<file path="src/rtl/axi_lite_arbiter_if.sv">
// AXI4-Lite channel bundle shared by the arbiter's requester ports and its downstream port.
// The master modport drives addresses, write data and response readies; the slave modport is its mirror.
interface axi_lite_if #(
  parameter int ADDR_W = 32,
  parameter int DATA_W = 32
);
  logic [ADDR_W-1:0]   araddr;
  logic                arvalid;
  logic                arready;
  logic [DATA_W-1:0]   rdata;
  logic [1:0]          rresp;
  logic                rvalid;
  logic                rready;
  logic [ADDR_W-1:0]   awaddr;
  logic                awvalid;
  logic                awready;
  logic [DATA_W-1:0]   wdata;
  logic [DATA_W/8-1:0] wstrb;
  logic                wvalid;
  logic                wready;
  logic [1:0]          bresp;
  logic                bvalid;
  logic                bready;

  modport master (
    output araddr, arvalid, input arready,
    input rdata, rresp, rvalid, output rready,
    output awaddr, awvalid, input awready,
    output wdata, wstrb, wvalid, input wready,
    input bresp, bvalid, output bready
  );

  modport slave (
    input araddr, arvalid, output arready,
    output rdata, rresp, rvalid, input rready,
    input awaddr, awvalid, output awready,
    input wdata, wstrb, wvalid, output wready,
    output bresp, bvalid, input bready
  );
endinterface

</file>
<file path="src/rtl/axi_lite_arbiter.sv">
// Two-to-one AXI4-Lite arbiter: one transaction outstanding, grant held until its response handshake.
// Channels of the owner pass combinationally to the shared downstream port; the non-owner sees all zeros.
module axi_lite_arbiter #(
  parameter bit RR_EN = 1'b1
) (
  input logic        clk,
  input logic        reset,
  axi_lite_if.slave  s0,
  axi_lite_if.slave  s1,
  axi_lite_if.master m
);
  localparam int ADDR_W = 32;
  localparam int DATA_W = 32;
  localparam int STRB_W = DATA_W / 8;

  typedef enum logic [1:0] {
    IDLE  = 2'd0,
    READ  = 2'd1,
    WRITE = 2'd2
  } state_t;

  state_t state;
  logic   owner;
  logic   last;
  logic   ar_done;
  logic   aw_done;
  logic   w_done;

  logic req0;
  logic req1;
  logic winner;
  logic win_arvalid;
  logic in_read;
  logic in_write;
  logic rd0;
  logic rd1;
  logic wr0;
  logic wr1;

  logic [ADDR_W-1:0] own_araddr;
  logic              own_arvalid;
  logic              own_rready;
  logic [ADDR_W-1:0] own_awaddr;
  logic              own_awvalid;
  logic [DATA_W-1:0] own_wdata;
  logic [STRB_W-1:0] own_wstrb;
  logic              own_wvalid;
  logic              own_bready;

  logic ar_hs;
  logic r_hs;
  logic aw_hs;
  logic w_hs;
  logic b_hs;

  assign req0     = s0.arvalid || s0.awvalid;
  assign req1     = s1.arvalid || s1.awvalid;
  assign in_read  = (state == READ);
  assign in_write = (state == WRITE);
  assign rd0      = in_read && !owner;
  assign rd1      = in_read && owner;
  assign wr0      = in_write && !owner;
  assign wr1      = in_write && owner;

  assign ar_hs = m.arvalid && m.arready;
  assign r_hs  = m.rvalid && m.rready;
  assign aw_hs = m.awvalid && m.awready;
  assign w_hs  = m.wvalid && m.wready;
  assign b_hs  = m.bvalid && m.bready;

  // Winner selection; round-robin favours the requester that was not served last.
  always_comb begin
    winner = 1'b0;
    if (req0 && req1) begin
      winner = RR_EN ? !last : 1'b0;
    end else if (req1) begin
      winner = 1'b1;
    end else begin
      winner = 1'b0;
    end
    win_arvalid = winner ? s1.arvalid : s0.arvalid;
  end

  // Owner-side request channels, selected by the current grant.
  always_comb begin
    if (owner) begin
      own_araddr  = s1.araddr;
      own_arvalid = s1.arvalid;
      own_rready  = s1.rready;
      own_awaddr  = s1.awaddr;
      own_awvalid = s1.awvalid;
      own_wdata   = s1.wdata;
      own_wstrb   = s1.wstrb;
      own_wvalid  = s1.wvalid;
      own_bready  = s1.bready;
    end else begin
      own_araddr  = s0.araddr;
      own_arvalid = s0.arvalid;
      own_rready  = s0.rready;
      own_awaddr  = s0.awaddr;
      own_awvalid = s0.awvalid;
      own_wdata   = s0.wdata;
      own_wstrb   = s0.wstrb;
      own_wvalid  = s0.wvalid;
      own_bready  = s0.bready;
    end
  end

  // Grant state machine; done flags keep each address/data channel to a single handshake.
  always_ff @(posedge clk) begin
    if (reset) begin
      state   <= IDLE;
      owner   <= 1'b0;
      last    <= 1'b1;
      ar_done <= 1'b0;
      aw_done <= 1'b0;
      w_done  <= 1'b0;
    end else begin
      case (state)
        IDLE: begin
          if (req0 || req1) begin
            owner   <= winner;
            state   <= win_arvalid ? READ : WRITE;
            ar_done <= 1'b0;
            aw_done <= 1'b0;
            w_done  <= 1'b0;
          end
        end
        READ: begin
          if (ar_hs) begin
            ar_done <= 1'b1;
          end
          if (r_hs) begin
            last  <= owner;
            state <= IDLE;
          end
        end
        WRITE: begin
          if (aw_hs) begin
            aw_done <= 1'b1;
          end
          if (w_hs) begin
            w_done <= 1'b1;
          end
          if (b_hs) begin
            last  <= owner;
            state <= IDLE;
          end
        end
        default: begin
          state <= IDLE;
        end
      endcase
    end
  end

  // Downstream port: only the channel group matching the state is forwarded, everything else is zero.
  always_comb begin
    m.araddr  = in_read ? own_araddr : '0;
    m.arvalid = in_read && own_arvalid && !ar_done;
    m.rready  = in_read && own_rready;
    m.awaddr  = in_write ? own_awaddr : '0;
    m.awvalid = in_write && own_awvalid && !aw_done;
    m.wdata   = in_write ? own_wdata : '0;
    m.wstrb   = in_write ? own_wstrb : '0;
    m.wvalid  = in_write && own_wvalid && !w_done;
    m.bready  = in_write && own_bready;
  end

  // Requester 0 returns; a stray downstream response outside READ/WRITE is never passed on.
  always_comb begin
    s0.arready = rd0 && m.arready && !ar_done;
    s0.rvalid  = rd0 && m.rvalid;
    s0.rdata   = rd0 ? m.rdata : '0;
    s0.rresp   = rd0 ? m.rresp : 2'b00;
    s0.awready = wr0 && m.awready && !aw_done;
    s0.wready  = wr0 && m.wready && !w_done;
    s0.bvalid  = wr0 && m.bvalid;
    s0.bresp   = wr0 ? m.bresp : 2'b00;
  end

  // Requester 1 returns, mirror of requester 0.
  always_comb begin
    s1.arready = rd1 && m.arready && !ar_done;
    s1.rvalid  = rd1 && m.rvalid;
    s1.rdata   = rd1 ? m.rdata : '0;
    s1.rresp   = rd1 ? m.rresp : 2'b00;
    s1.awready = wr1 && m.awready && !aw_done;
    s1.wready  = wr1 && m.wready && !w_done;
    s1.bvalid  = wr1 && m.bvalid;
    s1.bresp   = wr1 ? m.bresp : 2'b00;
  end
endmodule
</file>
<file path="src/flat_wrapper.sv">
// flat-port wrapper written by rule: the top's interface ports become plain ports
module axi_lite_arbiter_flat 
#(
  parameter bit RR_EN = 1'b1
)
  (clk, reset, s0_araddr, s0_arvalid, s0_arready, s0_rdata, s0_rresp, s0_rvalid, s0_rready, s0_awaddr, s0_awvalid, s0_awready, s0_wdata, s0_wstrb, s0_wvalid, s0_wready, s0_bresp, s0_bvalid, s0_bready, s1_araddr, s1_arvalid, s1_arready, s1_rdata, s1_rresp, s1_rvalid, s1_rready, s1_awaddr, s1_awvalid, s1_awready, s1_wdata, s1_wstrb, s1_wvalid, s1_wready, s1_bresp, s1_bvalid, s1_bready, m_araddr, m_arvalid, m_arready, m_rdata, m_rresp, m_rvalid, m_rready, m_awaddr, m_awvalid, m_awready, m_wdata, m_wstrb, m_wvalid, m_wready, m_bresp, m_bvalid, m_bready);
  axi_lite_if s0_i ();
  axi_lite_if s1_i ();
  axi_lite_if m_i ();
  input logic clk;
  input logic reset;
  input wire logic [$bits(s0_i.araddr)-1:0] s0_araddr;
  input wire logic [$bits(s0_i.arvalid)-1:0] s0_arvalid;
  output wire logic [$bits(s0_i.arready)-1:0] s0_arready;
  output wire logic [$bits(s0_i.rdata)-1:0] s0_rdata;
  output wire logic [$bits(s0_i.rresp)-1:0] s0_rresp;
  output wire logic [$bits(s0_i.rvalid)-1:0] s0_rvalid;
  input wire logic [$bits(s0_i.rready)-1:0] s0_rready;
  input wire logic [$bits(s0_i.awaddr)-1:0] s0_awaddr;
  input wire logic [$bits(s0_i.awvalid)-1:0] s0_awvalid;
  output wire logic [$bits(s0_i.awready)-1:0] s0_awready;
  input wire logic [$bits(s0_i.wdata)-1:0] s0_wdata;
  input wire logic [$bits(s0_i.wstrb)-1:0] s0_wstrb;
  input wire logic [$bits(s0_i.wvalid)-1:0] s0_wvalid;
  output wire logic [$bits(s0_i.wready)-1:0] s0_wready;
  output wire logic [$bits(s0_i.bresp)-1:0] s0_bresp;
  output wire logic [$bits(s0_i.bvalid)-1:0] s0_bvalid;
  input wire logic [$bits(s0_i.bready)-1:0] s0_bready;
  input wire logic [$bits(s1_i.araddr)-1:0] s1_araddr;
  input wire logic [$bits(s1_i.arvalid)-1:0] s1_arvalid;
  output wire logic [$bits(s1_i.arready)-1:0] s1_arready;
  output wire logic [$bits(s1_i.rdata)-1:0] s1_rdata;
  output wire logic [$bits(s1_i.rresp)-1:0] s1_rresp;
  output wire logic [$bits(s1_i.rvalid)-1:0] s1_rvalid;
  input wire logic [$bits(s1_i.rready)-1:0] s1_rready;
  input wire logic [$bits(s1_i.awaddr)-1:0] s1_awaddr;
  input wire logic [$bits(s1_i.awvalid)-1:0] s1_awvalid;
  output wire logic [$bits(s1_i.awready)-1:0] s1_awready;
  input wire logic [$bits(s1_i.wdata)-1:0] s1_wdata;
  input wire logic [$bits(s1_i.wstrb)-1:0] s1_wstrb;
  input wire logic [$bits(s1_i.wvalid)-1:0] s1_wvalid;
  output wire logic [$bits(s1_i.wready)-1:0] s1_wready;
  output wire logic [$bits(s1_i.bresp)-1:0] s1_bresp;
  output wire logic [$bits(s1_i.bvalid)-1:0] s1_bvalid;
  input wire logic [$bits(s1_i.bready)-1:0] s1_bready;
  output wire logic [$bits(m_i.araddr)-1:0] m_araddr;
  output wire logic [$bits(m_i.arvalid)-1:0] m_arvalid;
  input wire logic [$bits(m_i.arready)-1:0] m_arready;
  input wire logic [$bits(m_i.rdata)-1:0] m_rdata;
  input wire logic [$bits(m_i.rresp)-1:0] m_rresp;
  input wire logic [$bits(m_i.rvalid)-1:0] m_rvalid;
  output wire logic [$bits(m_i.rready)-1:0] m_rready;
  output wire logic [$bits(m_i.awaddr)-1:0] m_awaddr;
  output wire logic [$bits(m_i.awvalid)-1:0] m_awvalid;
  input wire logic [$bits(m_i.awready)-1:0] m_awready;
  output wire logic [$bits(m_i.wdata)-1:0] m_wdata;
  output wire logic [$bits(m_i.wstrb)-1:0] m_wstrb;
  output wire logic [$bits(m_i.wvalid)-1:0] m_wvalid;
  input wire logic [$bits(m_i.wready)-1:0] m_wready;
  input wire logic [$bits(m_i.bresp)-1:0] m_bresp;
  input wire logic [$bits(m_i.bvalid)-1:0] m_bvalid;
  output wire logic [$bits(m_i.bready)-1:0] m_bready;
  assign s0_i.araddr = s0_araddr;
  assign s0_i.arvalid = s0_arvalid;
  assign s0_arready = s0_i.arready;
  assign s0_rdata = s0_i.rdata;
  assign s0_rresp = s0_i.rresp;
  assign s0_rvalid = s0_i.rvalid;
  assign s0_i.rready = s0_rready;
  assign s0_i.awaddr = s0_awaddr;
  assign s0_i.awvalid = s0_awvalid;
  assign s0_awready = s0_i.awready;
  assign s0_i.wdata = s0_wdata;
  assign s0_i.wstrb = s0_wstrb;
  assign s0_i.wvalid = s0_wvalid;
  assign s0_wready = s0_i.wready;
  assign s0_bresp = s0_i.bresp;
  assign s0_bvalid = s0_i.bvalid;
  assign s0_i.bready = s0_bready;
  assign s1_i.araddr = s1_araddr;
  assign s1_i.arvalid = s1_arvalid;
  assign s1_arready = s1_i.arready;
  assign s1_rdata = s1_i.rdata;
  assign s1_rresp = s1_i.rresp;
  assign s1_rvalid = s1_i.rvalid;
  assign s1_i.rready = s1_rready;
  assign s1_i.awaddr = s1_awaddr;
  assign s1_i.awvalid = s1_awvalid;
  assign s1_awready = s1_i.awready;
  assign s1_i.wdata = s1_wdata;
  assign s1_i.wstrb = s1_wstrb;
  assign s1_i.wvalid = s1_wvalid;
  assign s1_wready = s1_i.wready;
  assign s1_bresp = s1_i.bresp;
  assign s1_bvalid = s1_i.bvalid;
  assign s1_i.bready = s1_bready;
  assign m_araddr = m_i.araddr;
  assign m_arvalid = m_i.arvalid;
  assign m_i.arready = m_arready;
  assign m_i.rdata = m_rdata;
  assign m_i.rresp = m_rresp;
  assign m_i.rvalid = m_rvalid;
  assign m_rready = m_i.rready;
  assign m_awaddr = m_i.awaddr;
  assign m_awvalid = m_i.awvalid;
  assign m_i.awready = m_awready;
  assign m_wdata = m_i.wdata;
  assign m_wstrb = m_i.wstrb;
  assign m_wvalid = m_i.wvalid;
  assign m_i.wready = m_wready;
  assign m_i.bresp = m_bresp;
  assign m_i.bvalid = m_bvalid;
  assign m_bready = m_i.bready;
  axi_lite_arbiter #(.RR_EN(RR_EN)) u_core (.clk(clk), .reset(reset), .s0(s0_i), .s1(s1_i), .m(m_i));
endmodule
</file>
<file path="config.mk">
export PLATFORM = sky130hd
export DESIGN_NAME = axi_lite_arbiter_flat
export DESIGN_NICKNAME = d
export VERILOG_FILES = /design/src/rtl/axi_lite_arbiter_if.sv /design/src/rtl/axi_lite_arbiter.sv /design/src/flat_wrapper.sv
export SDC_FILE = /design/constraint.sdc
export NUM_CORES = 1
export LEC_CHECK = 0
export ABC_AREA = 1
export CORE_AREA = 2 2 170 172
export CTS_CLUSTER_SIZE = 40
export DETAILED_ROUTE_END_ITERATION = 8
export DIE_AREA = 0 0 172 174
export GPL_TIMING_DRIVEN = 0
export SLEW_MARGIN = 20
export SYNTH_ARGS = -nofsm -noshare
export SYNTH_HDL_FRONTEND = slang
export SYNTH_SLANG_ARGS = --single-unit
</file>
<file path="constraint.sdc">
create_clock -name clk -period 1.5 [get_ports clk]
set_input_delay 0.45 -clock clk [delete_from_list [all_inputs] [get_ports clk]]
set_output_delay 0.45 -clock clk [all_outputs]
set_load 0.02 [all_outputs]
</file>
==> results.txt, run 1 <==
- Result of the run: finished, violations left
- Violations in the final reports: setup timing
* Type of the most critical hold path: register to register
- Buffer cell driving the clock tree root: sky130_fd_sc_hd__clkbuf_16
* Worst setup path class: register to output pin
- Row generation in the floorplan step produced 62 rows.
- Cells after Synth: 542
- Layout area overhead: 353%
* Port Buffers: 439
- Clock Skews: 2.66 ps
* Clock latency on the worst-skew pair: 230 ps
- Routed len/inst: 17.0 um
- First-pass GRT wire length: 30.8 mm
- The synthesized design spends more area on one cell type than any other, namely sky130_fd_sc_hd__nand2_1.
- Measured slew at the worst slew-check pin: 352 ps
* Sequential Power Share: 0.033
- Setup violations remaining at the end of the flow were counted as 187.
- Max capacitance violation total: 0
* Areal power density over the cells: 749 nW/um2
* Core area: 28200 um2
- After synthesis the netlist holds a flip-flop and latch count of 7.
- sky130_fd_sc_hd__nand2_1 is the most common cell in the netlist.
* CTS Sinks: 7
- Routability-driven placement finished with a final weighted congestion of 0.801.
* Net Sw Frac: 0.483
* Number of antenna violations at the first check in global routing: 1
- The worst setup path is launched from a register.
- The first detailed-routing pass took 4 iterations.
- Flip-flop cell with the highest count after synthesis: sky130_fd_sc_hd__dfxtp_1
- Counting I/O delays and the setup requirement, the final critical path takes 1960 ps.
- Overall power consumption: 0.00813 W
* Top cells by area in the synthesized netlist: sky130_fd_sc_hd__nand2_1 37%, sky130_fd_sc_hd__a21oi_1 23%, sky130_fd_sc_hd__nor2_1 12%
- After the first detailed-routing iteration, the DRC count stood at 151.
* Depth of the CTS H-tree: 1
* Vias in the first global route: 5421
- Achievable Freq: 509 MHz
- Fraction of synthesized cell area taken by the top area cell type: 0.367
- The internal power of the cells totals 0.00420 W.
- Die extent in y: 174 um
- Routed WL: 24.2 mm
* Unrepaired setup endpoints after global routing: yes
- Per-cell via count in the routed design: 3.90
* Combinational group share of total power: 0.909
- Number of remaining DRC errors: 0
* CP endpoint kind: output pin
* Layout net count: 1296
- Remaining global-route overflow: 0
- Number of buffers inserted for hold repair after clock tree synthesis: 0
- Final Cycle Share: 1.31
* Smallest setup slack after layout: -463 ps
* Req. time, crit path: 1050 ps
- Final hold violations: 0
* Number of inserted filler cells in the final layout: 2778
- Total clock buffers created by CTS: 3
* Number of nets in the synthesized netlist: 795
- Once detailed placement completed, the half-perimeter wirelength came to 17.3 mm.
* Net Switching: 0.00393 W
* Mean instance size in the synthesized netlist: 4.42 um2
* Number of pins with negative max-slew slack in the final report: 0
- Share of total power in the clock network: 0.058
* Sequential-to-total area share from yosys stat: 0.0585
* Clock edge transition at the registers on the reported setup and hold paths: 40 ps
- Cell types with the highest counts after synthesis: 234 x sky130_fd_sc_hd__nand2_1, 108 x sky130_fd_sc_hd__a21oi_1, 79 x sky130_fd_sc_hd__nor2_1
* EDFF count, synth: 0
- Share of flip-flops with an asynchronous set or reset after synthesis: 0
- Combined area of all synthesized cells: 2390 um2
* Largest fanout on the critical path: 9
- In the final timing run, aggregate negative setup slack is -67990 ps.
- Yosys Warn Count: 0
- Via count: 5559
* I/O pin total: 440
* Largest net degree at the start of global routing: 11
- In this run the remaining antenna-violating nets after routing total 0.
* Non-Filler Cell Area, Final: 10900 um2
* Static Leak: 4.42 nW
- In this run the deepest clock path goes through 2 buffers.
- Worst Path Arrival: 1510 ps
- Starting density of the core: 0.0848
* Share of layout cells above drive strength 1: 0.552
- Rel. slew slack: 0.764
* Count of cell types in the netlist: 18
- IR analysis of the VDD net gives a maximum drop of 0.307 mV.
* Overall track demand over capacity in global routing: 0.134
* DP Area: 8180 um2
* Chip Width: 172 um
- TritonCTS clock tree: done
- Die outline area: 29900 um2
## state kept, by name (all words and copies together), names as in the netlist
signal          flops
u_core.w_done       1
u_core.last         1
u_core.aw_done      1
u_core.owner        1
u_core.state        2
u_core.ar_done      1
## cell usage in the layout (no fill, tap or decap), types with 16 or more instances in the layout
master                            netlist  final
sky130_fd_sc_hd__buf_6                  1    137
sky130_fd_sc_hd__nand2_2                5     40
sky130_fd_sc_hd__inv_1                 45     41
sky130_fd_sc_hd__buf_4                  1     54
sky130_fd_sc_hd__nor2_4                 3     42
sky130_fd_sc_hd__buf_12                 0     25
sky130_fd_sc_hd__a21oi_4                0     85
sky130_fd_sc_hd__nand2_4                0     54
sky130_fd_sc_hd__nor2_1                79     18
sky130_fd_sc_hd__buf_2                 29     28
sky130_fd_sc_hd__nor2_2                 1     23
sky130_fd_sc_hd__a21oi_2                0     16
sky130_fd_sc_hd__nand2_1              234    137
sky130_fd_sc_hd__clkbuf_16              0     20
sky130_fd_sc_hd__clkdlybuf4s50_1        0    241
## cells by family after synthesis
kind of cell / Yosys count / share of synthesized area
flip-flops: 7 / 0.0585
AND/OR/NAND/NOR: 338 / 0.555
buffers and inverters: 87 / 0.156
AO/OA/AOI/OAI: 110 / 0.230
## final timing paths
kind,start,endpoint,slack [ps],cells after the start
setup reg to reg,u_core.owner,u_core.last,60,9
hold reg to reg,u_core.last,u_core.last,490,2
hold / removal,u_core.last,u_core.last,490,2
setup / recovery,u_core.state[0],m_araddr[7],-460,7
## timing repair
action	CTS	global route
endpoints found under the setup margin	187	191
cloned	10	14
pin swaps	18	16
setup buffers	21	15
resized for setup	1181	321
## stage by stage
stage,setup slack [ps],cells,utilization,hold WS (ps)
after floorplan,-141,542,-,425
after global placement,-1380,1365,0.290,455
after detailed placement,-1380,1365,0.290,462
after CTS,-460,1400,0.324,473
after global routing,-487,1427,0.384,536
final,-463,1427,0.384,492
## worst max-delay path, stage by stage (launching register included)
cell and delay (ps):
sky130_fd_sc_hd__dfxtp_2 340, sky130_fd_sc_hd__inv_4 50, sky130_fd_sc_hd__nor2_4 190, sky130_fd_sc_hd__buf_6 170, sky130_fd_sc_hd__inv_12 60, sky130_fd_sc_hd__clkbuf_16 170, sky130_fd_sc_hd__a21oi_4 150, sky130_fd_sc_hd__buf_6 140
## cell type report
cell class | count | area [um2] | share of cell area
diodes | 1 | 2.50 | 0.000231
plain buffers | 38 | 702 | 0.0647
clock buffers | 3 | 75.1 | 0.00692
clock inverters | 1 | 5.00 | 0.000461
inverters | 48 | 215 | 0.0198
multi-input cells | 449 | 3960 | 0.365
flip-flops and latches | 7 | 149 | 0.0137
well taps | 384 | 480 | 0.0443
repair buffers | 496 | 5260 | 0.485
## metal layers
metal	vias up	global-route usage	routed length, um
met2	267	0.255	12600
met3	36	0.0301	1890
met4	0	0.0259	568
li1	2688	-	-
met1	2568	0.151	9090
met5	-	0	0
## power by group through the flow
stage / clock, W / sequential (W) / combinational (W)
2_1_floorplan: 0 / 0.000239 / 0.00252
3_3_place_gp: 0 / 0.000242 / 0.00482
3_5_place_dp: 0 / 0.000243 / 0.00483
4_1_cts: 0.000479 / 0.000269 / 0.00603
5_1_grt: 0.000494 / 0.000273 / 0.00775
6_report: 0.000470 / 0.000270 / 0.00739
Note: power is estimated with default switching activity, not from simulation.
==> inputs of run 2 (changes only) <==
--- a/config.mk
+++ b/config.mk
@@ -6,10 +6,12 @@
 export NUM_CORES = 1
 export LEC_CHECK = 0
 export ABC_AREA = 1
+export CAP_MARGIN = 15
 export CORE_AREA = 2 2 170 172
 export CTS_CLUSTER_SIZE = 40
 export DETAILED_ROUTE_END_ITERATION = 8
 export DIE_AREA = 0 0 172 174
+export DONT_BUFFER_PORTS = 1
 export GPL_TIMING_DRIVEN = 0
 export SLEW_MARGIN = 20
 export SYNTH_ARGS = -nofsm -noshare
==> run 2 against run 1 <==
Effect of this change: the flow still finishes with violations (setup timing); sequential share of layout area up 1.1 points; total power decreased by 29%; critical path type unchanged; final cell count shrank 33%; flip-flop and latch count stayed put; wire length fell by 19%; via count decreased by 29%; global-route usage down 2.1 points; sequential power hardly changed; maximum frequency increased by 6.1%; non-clock buffer count shrank 464; setup slack gained 110 ps; largest power group unchanged.
==> results.txt, run 2 (synthesis gave the netlist of run 1 again) <==
- The final worst setup slack is -350 ps (was -463 ps).
* Layout area overhead: 154% (was 353%)
- I/O pin total: 440 (unchanged)
- Clock Skews: 8.06 ps (was 2.66 ps)
- Most frequent cells in the layout: 137 x sky130_fd_sc_hd__nand2_1, 102 x sky130_fd_sc_hd__a21oi_4, 75 x sky130_fd_sc_hd__nand2_2 (was 241 x sky130_fd_sc_hd__clkdlybuf4s50_1, 137 x sky130_fd_sc_hd__buf_6, 137 x sky130_fd_sc_hd__nand2_1)
- Buffer cell driving the clock tree root: sky130_fd_sc_hd__clkbuf_16 (unchanged)
* Share of layout cells above drive strength 1: 0.633 (was 0.552)
- Crit Reg-Reg Startpoint: u_core.owner (unchanged)
- The area of the core region is 28200 um2 (unchanged).
* Worst setup path class: register to output pin (unchanged)
* Total clock buffers created by CTS: 3 (unchanged)
- Number of pins with negative max-slew slack in the final report: 0 (unchanged)
- Number of routed nets with antenna violations: 0 (unchanged)
- The initial antenna violation count was 0 (was 1).
- The most frequent standard cell in the layout excluding fill and tap cells is sky130_fd_sc_hd__nand2_1 (was sky130_fd_sc_hd__clkdlybuf4s50_1).
- Via count: 3924 (was 5559)
- The number of placed cells counting well taps is 926 (was 1365).
- Violations in the final reports: setup timing (unchanged).
- The vias per cell was 4.08 (was 3.90).
- The total number of H-tree levels came to 1 (unchanged).
- Max capacitance violation total: 0 (unchanged)
- The register with the most flip-flops was u_core.state (unchanged).
- Worst Path Arrival: 1400 ps (was 1510 ps)
- Unrepaired setup endpoints after global routing: yes (unchanged).
- Routability cong.: 0.840 (was 0.801)
- Vias in the first global route: 3754 (was 5421)
- Number of buffers inserted for hold repair after clock tree synthesis: 0 (unchanged)
- The maximum count of clock buffers along a single path was 2 (unchanged).
- The count of buffers inserted at the top-level ports is 0 (was 439).
- Static Leak: 2.01 nW (was 4.42 nW)
- The routed wire length came to 19.6 mm (was 24.2 mm).
- Kind of start point of the critical path: register (unchanged)
- Areal power density over the cells: 953 nW/um2 (was 749 nW/um2)
- The wire length of the first global-routing pass is 24.9 mm (was 30.8 mm).
- Final hold violations: 0 (unchanged)
* Starting density of the core: 0.0848 (unchanged)
- Largest fanout on the critical path: 10 (was 9)
- The total routing usage reported by global routing came to 0.113 (was 0.134).
- Minimum clock period: 1850 ps (was 1960 ps)
- Clock edge transition at the registers on the reported setup and hold paths: 40 ps (about the same)
- First DRT Iteration DRCs: 126 (was 151)
- The transition time of the tightest slew-check pin was 405 ps (was 352 ps).
* Chip Width: 172 um (unchanged)
- Number of remaining DRC errors: 0 (unchanged)
- The residual overflow from global routing came to 0 (unchanged).
* Number of inserted diodes: 0 (was 1)
- Result of the run: finished, violations left (unchanged)
- The first-pass detailed-route iteration total is 4 (unchanged).
- Die outline area: 29900 um2 (unchanged)
- The HPWL after detailed placement was 13.8 mm (was 17.3 mm).
- The y dimension of the die came to 174 um (unchanged).
- TritonCTS clock tree: done (unchanged)
- Achievable Freq: 540 MHz (was 509 MHz)
* Overall power consumption: 0.00580 W (was 0.00813 W)
* Final Cycle Share: 1.23 (was 1.31)
- The later-pin clock latency in the skew report is 240 ps (was 230 ps).
- The kind of capture point of the worst setup path is an output pin (unchanged).
- Rel. slew slack: 0.729 (was 0.764)
- The launch instance of the worst min-delay path is reset (was u_core.last).
- Largest net degree at the start of global routing: 11 (unchanged)
- The type of the worst min-delay path is input port to register (was register to register).
* Placement row count: 62 (unchanged)
- The number of sinks handled by clock tree synthesis is 7 (unchanged).
- The critical path data required time was 1050 ps (about the same).
- Cell Count, Final, Fillers Out: 961 (was 1427)
* Max rail drop VDD: 0.383 mV (was 0.307 mV)
- The launching element of the worst setup path is u_core.owner (was u_core.state[0]).
* Number of failing setup endpoints in the final timing report: 187 (unchanged)
- The count of nets after finishing came to 831 (was 1296).
- The flip-flop count of the largest register after layout is 2 (unchanged).
- Routed len/inst: 20.4 um (was 17.0 um)
run 2: path summary, 6_finish.rpt:
path,endpoint,slack (ps),cells past startpoint
max,m_awaddr[0],-350,5
min,u_core.owner,270,1
max reg2reg,u_core.last,70,9
min reg2reg,u_core.last,470,2
run 2: per-stage QoR:
step | hold WS (ps) | worst slack, ps | util | TNS [ps] | area (um2)
floorplan | 425 | -141 | - | -8520 | 3310
global placement | 462 | -911 | 0.134 | -82740 | 3790
detailed placement | 461 | -940 | 0.134 | -87310 | 3790
CTS | 267 | -368 | 0.199 | -58020 | 5610
global route | 269 | -391 | 0.216 | -64020 | 6090
finish | 269 | -350 | 0.216 | -55210 | 6090
run 2: critical path: stages, from the launching register on:
cell and delay, ps:
sky130_fd_sc_hd__dfxtp_4 400, sky130_fd_sc_hd__buf_12 150, sky130_fd_sc_hd__buf_12 140, sky130_fd_sc_hd__buf_12 130
sky130_fd_sc_hd__nand2_1 80, sky130_fd_sc_hd__a21oi_4 230
run 2: area by class of cell:
class	count	area (um2)
Tap cell	384	480
Clock inverter	1	5.00
Buffer	37	604
Sequential cell	7	149
Fill cell	3035	22200
Clock buffer	3	75.1
Multi-Input combinational cell	448	4010
Inverter	48	205
Timing Repair Buffer	33	557
run 2: metal layers:
| layer | vias up | GRT usage | share of wire |
|---|---|---|---|
| li1 | 1758 | - | - |
| met1 | 1892 | 0.132 | 0.39 |
| met2 | 253 | 0.214 | 0.52 |
| met3 | 21 | 0.0150 | 0.069 |
| met4 | 0 | 0.0263 | 0.022 |
| met5 | - | 0 | 0 |
run 2: timing repair:
item	CTS	global route
setup buffers	16	7
gates resized for setup	343	97
gates cloned	6	7
setup endpoints to repair	188	190
pin swaps	31	68
run 2: power breakdown:
group          total [W]  internal, W  leakage (nW)  switching (W)
combinational    0.00506      0.00177          1.91        0.00329
sequential      0.000270     0.000222        0.0589      0.0000484
clock           0.000474     0.000352        0.0409       0.000123
